## src/rtl/newspaper_change_vendor_pkg.sv

```systemverilog
// Shared coin encoding, state encoding and coin valuation for the newspaper vendor.
package newspaper_change_vendor_pkg;

  localparam logic [1:0] COIN_NONE    = 2'b00;
  localparam logic [1:0] COIN_NICKEL  = 2'b01;
  localparam logic [1:0] COIN_DIME    = 2'b10;
  localparam logic [1:0] COIN_INVALID = 2'b11;

  typedef enum logic [1:0] {
    ST_IDLE      = 2'd0,
    ST_VEND      = 2'd1,
    ST_CHG_PULSE = 2'd2,
    ST_CHG_GAP   = 2'd3
  } state_t;

  // value in nickels; invalid and empty slots are worth nothing
  function automatic logic [1:0] coin_value(input logic [1:0] c);
    case (c)
      COIN_NICKEL: return 2'd1;
      COIN_DIME:   return 2'd2;
      default:     return 2'd0;
    endcase
  endfunction

endpackage

```

## src/rtl/newspaper_change_vendor_coin_pulse_emitter.sv

```systemverilog
// Pays out a loaded amount as dime-first coin pulses, each followed by a one-cycle gap.
module coin_pulse_emitter
  import newspaper_change_vendor_pkg::*;
#(
  parameter int W = 4
) (
  input  logic         clock,
  input  logic         reset,
  input  logic         load,
  input  logic [W-1:0] amount,
  output logic [1:0]   coin_out,
  output logic         active,
  output logic         done
);

  state_t       st, st_nxt;
  logic [W-1:0] rem, rem_nxt, src;
  logic [1:0]   coin_nxt;

  always_ff @(posedge clock) begin
    if (reset) begin
      st       <= ST_IDLE;
      rem      <= '0;
      coin_out <= COIN_NONE;
    end else begin
      st       <= st_nxt;
      rem      <= rem_nxt;
      coin_out <= coin_nxt;
    end
  end

  always_comb begin
    st_nxt = st;
    case (st)
      ST_IDLE:      if (load && amount != '0) st_nxt = ST_CHG_PULSE;
      ST_CHG_PULSE: st_nxt = ST_CHG_GAP;
      ST_CHG_GAP:   st_nxt = (rem != '0) ? ST_CHG_PULSE : ST_IDLE;
      default:      st_nxt = ST_IDLE;
    endcase
  end

  // coin is chosen for the pulse being entered, so coin_out is a plain register
  always_comb begin
    src      = (st == ST_IDLE) ? amount : rem;
    rem_nxt  = rem;
    coin_nxt = COIN_NONE;
    if (st_nxt == ST_CHG_PULSE) begin
      if (src >= W'(2)) begin
        coin_nxt = COIN_DIME;
        rem_nxt  = src - W'(2);
      end else begin
        coin_nxt = COIN_NICKEL;
        rem_nxt  = src - W'(1);
      end
    end
  end

  assign active = (st != ST_IDLE);
  assign done   = (st == ST_CHG_GAP) && (rem == '0);

endmodule

```

## src/rtl/newspaper_change_vendor.sv

```systemverilog
// Newspaper vending core: credits coins, releases a paper at PRICE, returns change/refunds.
module newspaper_change_vendor
  import newspaper_change_vendor_pkg::*;
#(
  parameter int PRICE    = 3,
  parameter int CREDIT_W = 4
) (
  input  logic                clock,
  input  logic                reset,
  input  logic [1:0]          coin_in,
  input  logic                coin_return,
  output logic                newspaper,
  output logic [1:0]          coin_out,
  output logic                busy,
  output logic                coin_reject,
  output logic [CREDIT_W-1:0] credit
);

  localparam logic [CREDIT_W-1:0] PRICE_C = CREDIT_W'(PRICE);

  // top walks IDLE/VEND; the change states live inside the emitter
  state_t              st, st_nxt;
  logic [CREDIT_W-1:0] change, change_nxt, credit_nxt, total, load_amt;
  logic                idle, load, emit_active, emit_done;
  logic                newspaper_nxt, busy_nxt, reject_nxt;

  assign idle  = (st == ST_IDLE) && !emit_active;
  assign total = credit + CREDIT_W'(coin_value(coin_in));

  always_ff @(posedge clock) begin
    if (reset) begin
      st          <= ST_IDLE;
      change      <= '0;
      credit      <= '0;
      newspaper   <= 1'b0;
      busy        <= 1'b0;
      coin_reject <= 1'b0;
    end else begin
      st          <= st_nxt;
      change      <= change_nxt;
      credit      <= credit_nxt;
      newspaper   <= newspaper_nxt;
      busy        <= busy_nxt;
      coin_reject <= reject_nxt;
    end
  end

  // vend wins over a refund requested on the same edge
  always_comb begin
    st_nxt     = st;
    change_nxt = change;
    credit_nxt = credit;
    case (st)
      ST_IDLE: if (idle) begin
        if (total >= PRICE_C) begin
          st_nxt     = ST_VEND;
          change_nxt = total - PRICE_C;
          credit_nxt = '0;
        end else if (coin_return && total != '0) begin
          credit_nxt = '0;
        end else begin
          credit_nxt = total;
        end
      end
      ST_VEND: begin
        st_nxt     = ST_IDLE;
        change_nxt = '0;
      end
      default: st_nxt = ST_IDLE;
    endcase
  end

  always_comb begin
    load     = 1'b0;
    load_amt = '0;
    if (st == ST_VEND && change != '0) begin
      load     = 1'b1;
      load_amt = change;
    end else if (idle && total < PRICE_C && coin_return && total != '0) begin
      load     = 1'b1;
      load_amt = total;
    end
    newspaper_nxt = (st_nxt == ST_VEND);
    busy_nxt      = newspaper_nxt || load || (emit_active && !emit_done);
    reject_nxt    = (coin_in == COIN_INVALID) || (coin_in != COIN_NONE && !idle);
  end

  coin_pulse_emitter #(.W(CREDIT_W)) u_emit (
    .clock    (clock),
    .reset    (reset),
    .load     (load),
    .amount   (load_amt),
    .coin_out (coin_out),
    .active   (emit_active),
    .done     (emit_done)
  );

endmodule

```

## config.mk

```make
export PLATFORM = sky130hd
export DESIGN_NAME = newspaper_change_vendor
export DESIGN_NICKNAME = d
export VERILOG_FILES = /design/src/rtl/newspaper_change_vendor_pkg.sv /design/src/rtl/newspaper_change_vendor_coin_pulse_emitter.sv /design/src/rtl/newspaper_change_vendor.sv
export SDC_FILE = /design/constraint.sdc
export NUM_CORES = 1
export LEC_CHECK = 0
export CAP_MARGIN = 20
export CORE_ASPECT_RATIO = 1.1
export CORE_MARGIN = 5
export CORE_UTILIZATION = 50
export CTS_BUF_LIST = sky130_fd_sc_hd__clkbuf_4 sky130_fd_sc_hd__clkbuf_8
export DETAILED_ROUTE_END_ITERATION = 10
export GPL_TIMING_DRIVEN = 0
export PLACE_DENSITY_LB_ADDON = 0.12
export SLEW_MARGIN = 10
export SYNTH_ARGS = -nofsm -noshare
export SYNTH_HDL_FRONTEND = slang
export SYNTH_SLANG_ARGS = --single-unit
```

## constraint.sdc

```tcl
create_clock -name clock -period 4.3 [get_ports clock]
set_input_delay 0.43 -clock clock [delete_from_list [all_inputs] [get_ports clock]]
set_output_delay 0.43 -clock clock [all_outputs]
set_load 0.01 [all_outputs]
```

# Word-level counts from Yosys, hierarchy flattened
# Cells that the tools add are included.
# totals
regBits	21
in_bits	5
output_inout_bits	9
word_cells	75
# classes
n_addsub	4
magnitude_cmp	3
eq_ne	10
mux	19
bitwise	1
n_reduce_logical	29
# op_table
cell	n
2-to-1 mux 4 bit	8
nonzero test 4 bit	4
2-to-1 mux 2 bit	6
== test 2 bit (second input constant)	5
logical AND 1 bit	10
greater-or-equal comparator 4 x 2 -> 1 bit (second input constant)	2
one-hot mux 4 bit (2 select lines)	1
subtractor 4 x 2 -> 4 bit (second input constant)	2
== test 2 x 1 -> 1 bit (second input constant)	3
one-hot mux 2 bit (3 select lines)	1
nonzero test 2 bit	3
adder 4 x 2 -> 4 bit	1
zero test 2 bit	2
zero test 4 bit	1
< comparator 4 x 2 -> 1 bit (second input constant)	1
one-hot mux 2 bit (2 select lines)	1
subtractor 4 x 1 -> 4 bit (second input constant)	1
zero test 1 bit	3
logical OR 1 bit	3
AND reduction 3 bit	1
2-to-1 mux 1 bit	2
inequality test 2 x 1 -> 1 bit (second input constant)	1
inequality test 2 bit (second input constant)	1
AND reduction 2 bit	1
other kinds (2)	2

# Logic depth before layout (Yosys ltp)
# depth
depth_word	16
mapped_depth	16
mapped_depth_nobuf	16

# By module
# From an unflattened synthesis, not the netlist that was laid out.
# hier_totals
hier_cells	147
hier_area_um2	1331.3
# by_module_without_submodules
mod	instances	cells_per_inst	area_per_inst_um2	seq_area_each_um2
newspaper_change_vendor	1	92	802.0	260.2
coin_pulse_emitter	1	55	529.3	160.2

# Least setup slack after synthesis
# No wires, ideal clock.
# synth_timing
path_type	input -> register
start	input coin_in[0]
end	register u_emit.rem[3]
setup_ps	117
arrival_ps	3497
required_ps	4183
slack_ps	686
cell_stages	16
n_path_buf	0
path_cell_list	nor2b_1 ha_1 inv_1 fa_1 inv_1 ha_1 nor4bb_1 mux2i_1 a21boi_2 a21o_1 inv_1 ha_1 a221oi_1 o311a_4 a31oi_1 o22a_1
# synth_between
elab_chain_len	14
word_cells_on_any_way	23
classes_between	add/sub (3); order compare (2); eq/ne (3); mux (9); reduce/logical (6)
# synth_rtl
item	line_no	text
start: declaration	newspaper_change_vendor.sv:10	input logic [1:0] coin_in,
== test 2 bit or == test 2 x 1 -> 1 bit (tied branches)	newspaper_change_vendor_pkg.sv:18	case (c)
one-hot mux 2 bit (2 select lines) (*)	newspaper_change_vendor_pkg.sv:18	
adder 4 x 2 -> 4 bit (*)	newspaper_change_vendor.sv:28	assign total = credit + CREDIT_W'(coin_value(coin_in));
< comparator 4 x 2 -> 1 bit	newspaper_change_vendor.sv:79	end else if (idle && total < PRICE_C && coin_return && total != '0) begin
logical AND 1 bit (3 in a row)	newspaper_change_vendor.sv:79	
2-to-1 mux 4 bit	newspaper_change_vendor.sv:79	
2-to-1 mux 4 bit	newspaper_change_vendor.sv:76	if (st == ST_VEND && change != '0) begin
nonzero test 4 bit	newspaper_change_vendor_coin_pulse_emitter.sv:35	ST_IDLE: if (load && amount != '0) st_nxt = ST_CHG_PULSE;
logical AND 1 bit	newspaper_change_vendor_coin_pulse_emitter.sv:35	
2-to-1 mux 2 bit	newspaper_change_vendor_coin_pulse_emitter.sv:35	
one-hot mux 2 bit (3 select lines)	newspaper_change_vendor_coin_pulse_emitter.sv:34	case (st)
== test 2 bit	newspaper_change_vendor_coin_pulse_emitter.sv:47	if (st_nxt == ST_CHG_PULSE) begin
end signal: assignment	newspaper_change_vendor_coin_pulse_emitter.sv:27	rem <= rem_nxt;
end: declaration	newspaper_change_vendor_coin_pulse_emitter.sv:17	logic [W-1:0] rem, rem_nxt, src;
# Mark *: on every way between the ends. The rest lies on a longest branch, timed or not.
# A chain may end at the register's enable or synchronous reset.

# Final worst setup path
# Same ends and word-level chain as after synthesis.

==> results.ini <==
[worst_hold_path]
min-delay-start=credit[0]
hold_path_class=register to register
min_path_cells=2

[timing]
relSlewSlack_pct=60.0
setup_viol=0
hold_violations=0
hold_slack_ns=0.477
fin_crit_ns=4.01
fmax_mhz=249
rsz0062_at_grt=no
slew_viol_final=0
skew_ns=0.00293
worstMarginPinSlew_ns=0.596
post-route-period-util_pct=93.3
final.setup.worst_slack_ns=0.288
setup_tns_ns=0

[logic_synthesis]
synthXorXnorAreaFrac_pct=2.79
ys_ff_latch=21
synth_warnings=0
synth-simple-area-share_pct=24.7
syn_area_um2=1250
synthFlopType=dfxtp_1
synthMuxAreaShare_pct=4.09
synthCells=146
synth.distinct_cells=48
synthAdderAreaFrac_pct=9.57
async_flop_share_pct=0
syn_avg_cell_area_um2=8.60
synth_compound_area_share_pct=20.4
syn-num-nets=160
yosysSeqAreaShare_pct=33.5
synth_edf_count=0
synth_top_family_by_area=simple AND/OR/NAND/NOR gates

[cells_and_area]
final_core_util_pct=60.4
area_growth_pct=17.9
fill_cells=223
multi_input_area_um2=798
layout_common_cells=dfxtp_1 (21), nor2_1 (19), clkdlybuf4s50_1 (13), inv_1 (10), ha_1 (8)
final_area_um2=1480
final_cells=195
layout_commonest_cell=dfxtp_1
diodes=0
seq_area_um2=420
drive_above_1_share_pct=12.2
finalNetCount=179

[global_routing]
grt_pass1_wl_mm=4.71
grt_start_max_net_pins=13
antenna_found_initial=0
grt_usage_pct=15.9
grt_pass1_vias=1143
grt.overflow.total=0

[place]
post-place-cells=190
gp_congestion=0.830
place_area_um2=1420
dp_hpwl_mm=2.03
portBuffers=13
dpl_worst_slack_ns=-0.270

[floorplanning]
die_width_um=57.8
row_count=19
coreArea_um2=2450
initial_core_util_pct=51.3
pin_count=14
die_h_um=62.5
die_area_um2=3610

[cts]
cts_buffers=3
clock-sinks=21
path_clk_slew_ns=0.12
cts_tree=yes
ctsHoldBuffers=0
htree_levels=1
clk_path_buf_depth=2
clock_latency_ns=0.30
clock-root-buffer=clkbuf_4

[critical_path]
critPathBufInv=4
rr_worst_depth=15
arrival_ns=4.22
crit_path_cell_trace=clkdlybuf4s50_1 > nor2b_1 > ha_1 > inv_1 > fa_2 > inv_1 > ha_1 > nor4bb_2 > mux2i_1 > a21boi_2 > a21o_1 > inv_1 > ha_1 > a221oi_2 > o311a_4 > a31oi_1 > o22a_1
slowest_stage=fa_2
crit_type=primary input to register
cp_num_cells=17
crit_family=adder cells
worstSetupStartpoint=coin_in[0]
critPathLaunchType=primary input
max_stage_delay_ns=0.59
reg2reg_from=credit[0]
cp.required_ns=4.51
endpoint_kind=register
cp_max_fo=6

[routing]
ant_nets=0
drt_pass1_iterations=4
vias=1094
drc=0
wirelength_mm=2.65
wire_per_inst_um=13.6
first_iter_violations=38
vias_per_cell=5.61

[pwr]
power_leakage_nw=0.587
finalPower_mw=0.416
ir_drop_v=0.000206
p_per_area_nw_per_um2=281

[status]
status=finished, final reports clean

[job]
max_cap_violations=0

==> tightest hold or removal path: cells and delay by family (launching register included) <==
family / cells / cell delay, ns
DFF: 1 / 0.34
AOI/OAI and AO/OA: 1 / 0.05
and+or+nand+nor: 1 / 0.06
==> synth_stat cells (all sizes together), types with 2 or more instances <==
cell type  count  area share (%)
nor3b          3             1.8
xnor2          3             2.1
nand2          6             1.8
ha             8             8.0
or2b           2             1.2
o21ai          5             2.3
dfxtp         21              33
or3            2             1.0
clkbuf         4             1.2
nor2          20             6.6
nand2b         2             1.0
nor2b          4             2.0
or2            3             1.5
a211oi         2             1.6
or4            2             1.5
nor4           2             1.0
o31ai          2             1.2
a221oi         2             1.4
nor3           6             2.4
a22oi          3             1.8
inv           10             3.0
a32oi          2             1.4
a21boi         2             1.5
a21oi          7             2.8
mux2i          4             3.2
a31oi          3             1.5
==> worst paths after layout <==
check | end | slack (ns)
setup / recovery | u_emit.rem[3] | 0.29
hold / removal | credit[0] | 0.48
setup reg to reg | u_emit.rem[3] | 0.69
hold reg to reg | credit[0] | 0.48
==> layout make-up <==
cell class / count / area share [%]
flip-flops and latches: 21 / 28.4
plain buffers: 5 / 1.35
inverters: 10 / 2.54
multi-input cells: 110 / 53.9
well taps: 31 / 2.62
clock inverters: 1 / 0.338
clock buffers: 3 / 1.52
repair buffers: 14 / 9.30
==> logic make-up (layout without fill, tap and decap cells) <==
group	after synthesis	count (layout)
simple gates	57	57
mux	5	5
xor+xnor	4	4
fa+ha+maj	9	9
other cells	1	1
flops	21	21
buf+inv	15	33
compound gates	34	34
==> per-layer routing <==
| metal | share of wire (%) | global-route usage (%) |
|---|---|---|
| met4 | 1.6 | 6.67 |
| met1 | 46 | 18.4 |
| met3 | 3.8 | 2.69 |
| met2 | 49 | 28.1 |
| met5 | 0 | 0 |
==> power breakdown <==
group,leakage (nW),switching (mW),internal [mW]
clock,0.0177,0.0607,0.0347
combinational,0.399,0.0581,0.0483
sequential,0.171,0.00900,0.206
==> sequential cells by signal, summed over array words and instances (netlist names) <==
name / flops
st: 2
u_emit.coin_out: 2
newspaper: 1
busy: 1
u_emit.rem: 4
u_emit.st: 2
credit: 4
change: 4
coin_reject: 1
==> what timing repair did <==
item                       CTS  global route
gates resized for setup      0             4
buffers inserted             0             1
setup endpoints to repair    0             6
Note: power is estimated with default switching activity, not from simulation.
==> RTL edit: new RTL, config.mk and constraints unchanged <==
Change the parameter `CREDIT_W` from 4 to 6.
--- a/src/rtl/newspaper_change_vendor.sv
+++ b/src/rtl/newspaper_change_vendor.sv
@@ -3,7 +3,7 @@
   import newspaper_change_vendor_pkg::*;
 #(
   parameter int PRICE    = 3,
-  parameter int CREDIT_W = 4
+  parameter int CREDIT_W = 6
 ) (
   input  logic                clock,
   input  logic                reset,
Interface: changed (resized credit); port bits go from 14 to 16. No check against the original RTL was run, so the function may have changed too.
==> RTL edit against the original RTL <==
Hold slack got worse by 0.076 ns. Largest cell class unchanged. Worst setup slack worse by 0.035 ns. Sequential share of layout area fell by 1.2 points. Sequential power up 28%. Total power increased by 28%. Sequential cell count increased by 6. Synthesized area grew 33%. Critical endpoint is now u_emit.rem[2]. Routed wire length rose by 53%. Critical path depth increased by 2. Design area grew 34%. Largest power group unchanged.
==> RTL edit: results (changes against the original RTL) <==
status:
  outcome: "finished clean"  # unchanged
clock_tree:
  clk_pin_slew_ns: 0.15  # was 0.12 ns
  clk_latency_ns: 0.33  # was 0.30 ns
synthesis:
  synth_xor_area_share_pct: 2.616  # was 2.792%
  synth_compound_area_share_pct: 23.99  # was 20.44%
  synthMuxAreaShare_pct: 4.559  # was 4.088%
  syn-num-nets: 209  # was 160
  syn_area_per_cell_sq_um: 8.541  # was 8.596 sq um
  yosysUniqueCellTypes: 54  # was 48
  seq_area_frac_synth_pct: 32.29  # was 33.50%
  synth-adder-area-share_pct: 6.428  # was 9.571%
  synthTopCellsByArea: "dfxtp_1, ha_1, nor2_1"  # unchanged
  synthTopCellsByCount: "dfxtp_1, nor2_1, nor3_1, inv_1, nand2_1"  # was dfxtp_1, nor2_1, inv_1, ha_1, a21oi_1
grt:
  grt_max_degree: 16  # was 13
  grt_pass1_vias: 1464  # was 1143
  grt_pass1_wl_mm: 6.831  # was 4.712 mm
  grtUsageTotal_pct: 18.37  # was 15.94%
  grtUsageMet2_pct: 30.93  # was 28.11%
  use_met1_pct: 23.45  # was 18.44%
  met3_usage_pct: 3.333  # was 2.686%
pwr:
  peakVddDrop_uv: 122.3  # was 206.2 uV
  power_leakage_nw: 0.7550  # was 0.5874 nW
placed_design:
  dpl-instance-area_sq_um: 1869  # was 1424 sq um
  port_buffers: 15  # was 13
  place_ws_ns: -0.6833  # was -0.2705 ns
  gp_congestion: 0.8635  # was 0.8304
finish:
  layoutNonFillerInstCount: 254  # was 195
  top_regs: "change: 6 flops, credit: 6 flops, u_emit.rem: 6 flops"  # was change: 4 flops, credit: 4 flops, u_emit.rem: 4 flops
  fillCellCount: 293  # was 223
  drive_gt1_share_pct: 12.84  # was 12.20%
routing:
  wl_per_cell_microns: 15.99  # was 13.61 microns
  wl_met3_microns: 117  # was 100 microns
  wl_met1_mm: 1.838  # was 1.221 mm
  vias: 1565  # was 1094
  wl_met2_mm: 2.012  # was 1.288 mm
worst_setup_path:
  max_stage_delay_ns: 0.66  # was 0.59 ns
  cp.arrival_ns: 4.31  # was 4.22 ns
  cp_max_fo: 8  # was 6
sta:
  tightest_slew_ns: 0.8398  # was 0.5961 ns
  fin_skew_ns: 0.005969  # was 0.002927 ns
hold_path:
  hold_path_class: "primary input to flip-flop"  # was flip-flop to flip-flop
[RTL edit: cell types whose count changed in the layout (fill, tap and decap cells not counted), sizes merged, moves of 3 or more]
cell,unedited run,this run
a2111oi,0,4
a211o,0,3
a32oi,2,5
and2,0,4
and3,0,4
buf,2,7
dfxtp,21,27
nand2,6,9
nand2b,2,5
nor2,20,17
nor3,6,11
[RTL edit: final timing paths]
path / cells past startpoint / to / startpoint / slack, ns
max: 19 / u_emit.rem[2] / coin_in[1] / 0.25
min: 3 / coin_reject / coin_in[0] / 0.40
max reg2reg: 17 / u_emit.rem[2] / credit[0] / 0.52
min reg2reg: 2 / credit[0] / credit[0] / 0.49
[RTL edit: timing repair]
| action | CTS | global route |
|---|---|---|
| pin swaps | 0 | 3 |
| endpoints found under the setup margin | 5 | 3 |
| setup buffers | 1 | 2 |
| gates resized for setup | 4 | 10 |
[RTL edit: where the power goes]
group | internal, mW | leakage, nW | total [mW] | switching (mW)
Clock | 0.0350 | 0.0177 | 0.113 | 0.0777
Sequential | 0.262 | 0.219 | 0.275 | 0.0121
Combinational | 0.0674 | 0.518 | 0.147 | 0.0797
[RTL edit: area by class of cell]
type                    instances  area [sq um]  area share, %
repair buffers                 18         175.2          8.827
flip-flops and latches         27         540.5          27.24
clock buffers                   3         22.52          1.135
well taps                      36         45.04          2.270
clock inverters                 1         5.005         0.2522
multi-input cells             149          1110          55.93
plain buffers                  10         48.80          2.459
inverters                      10         37.54          1.892
[RTL edit: logic make-up (layout without fill, tap and decap cells)]
| family | Yosys count | count (layout) |
|---|---|---|
| xor+xnor | 5 | 5 |
| simple gates | 76 | 76 |
| buf+inv | 20 | 42 |
| flops | 27 | 27 |
| fa+ha+maj | 8 | 8 |
| compound gates | 52 | 52 |
| other cells | 1 | 1 |
| mux | 7 | 7 |
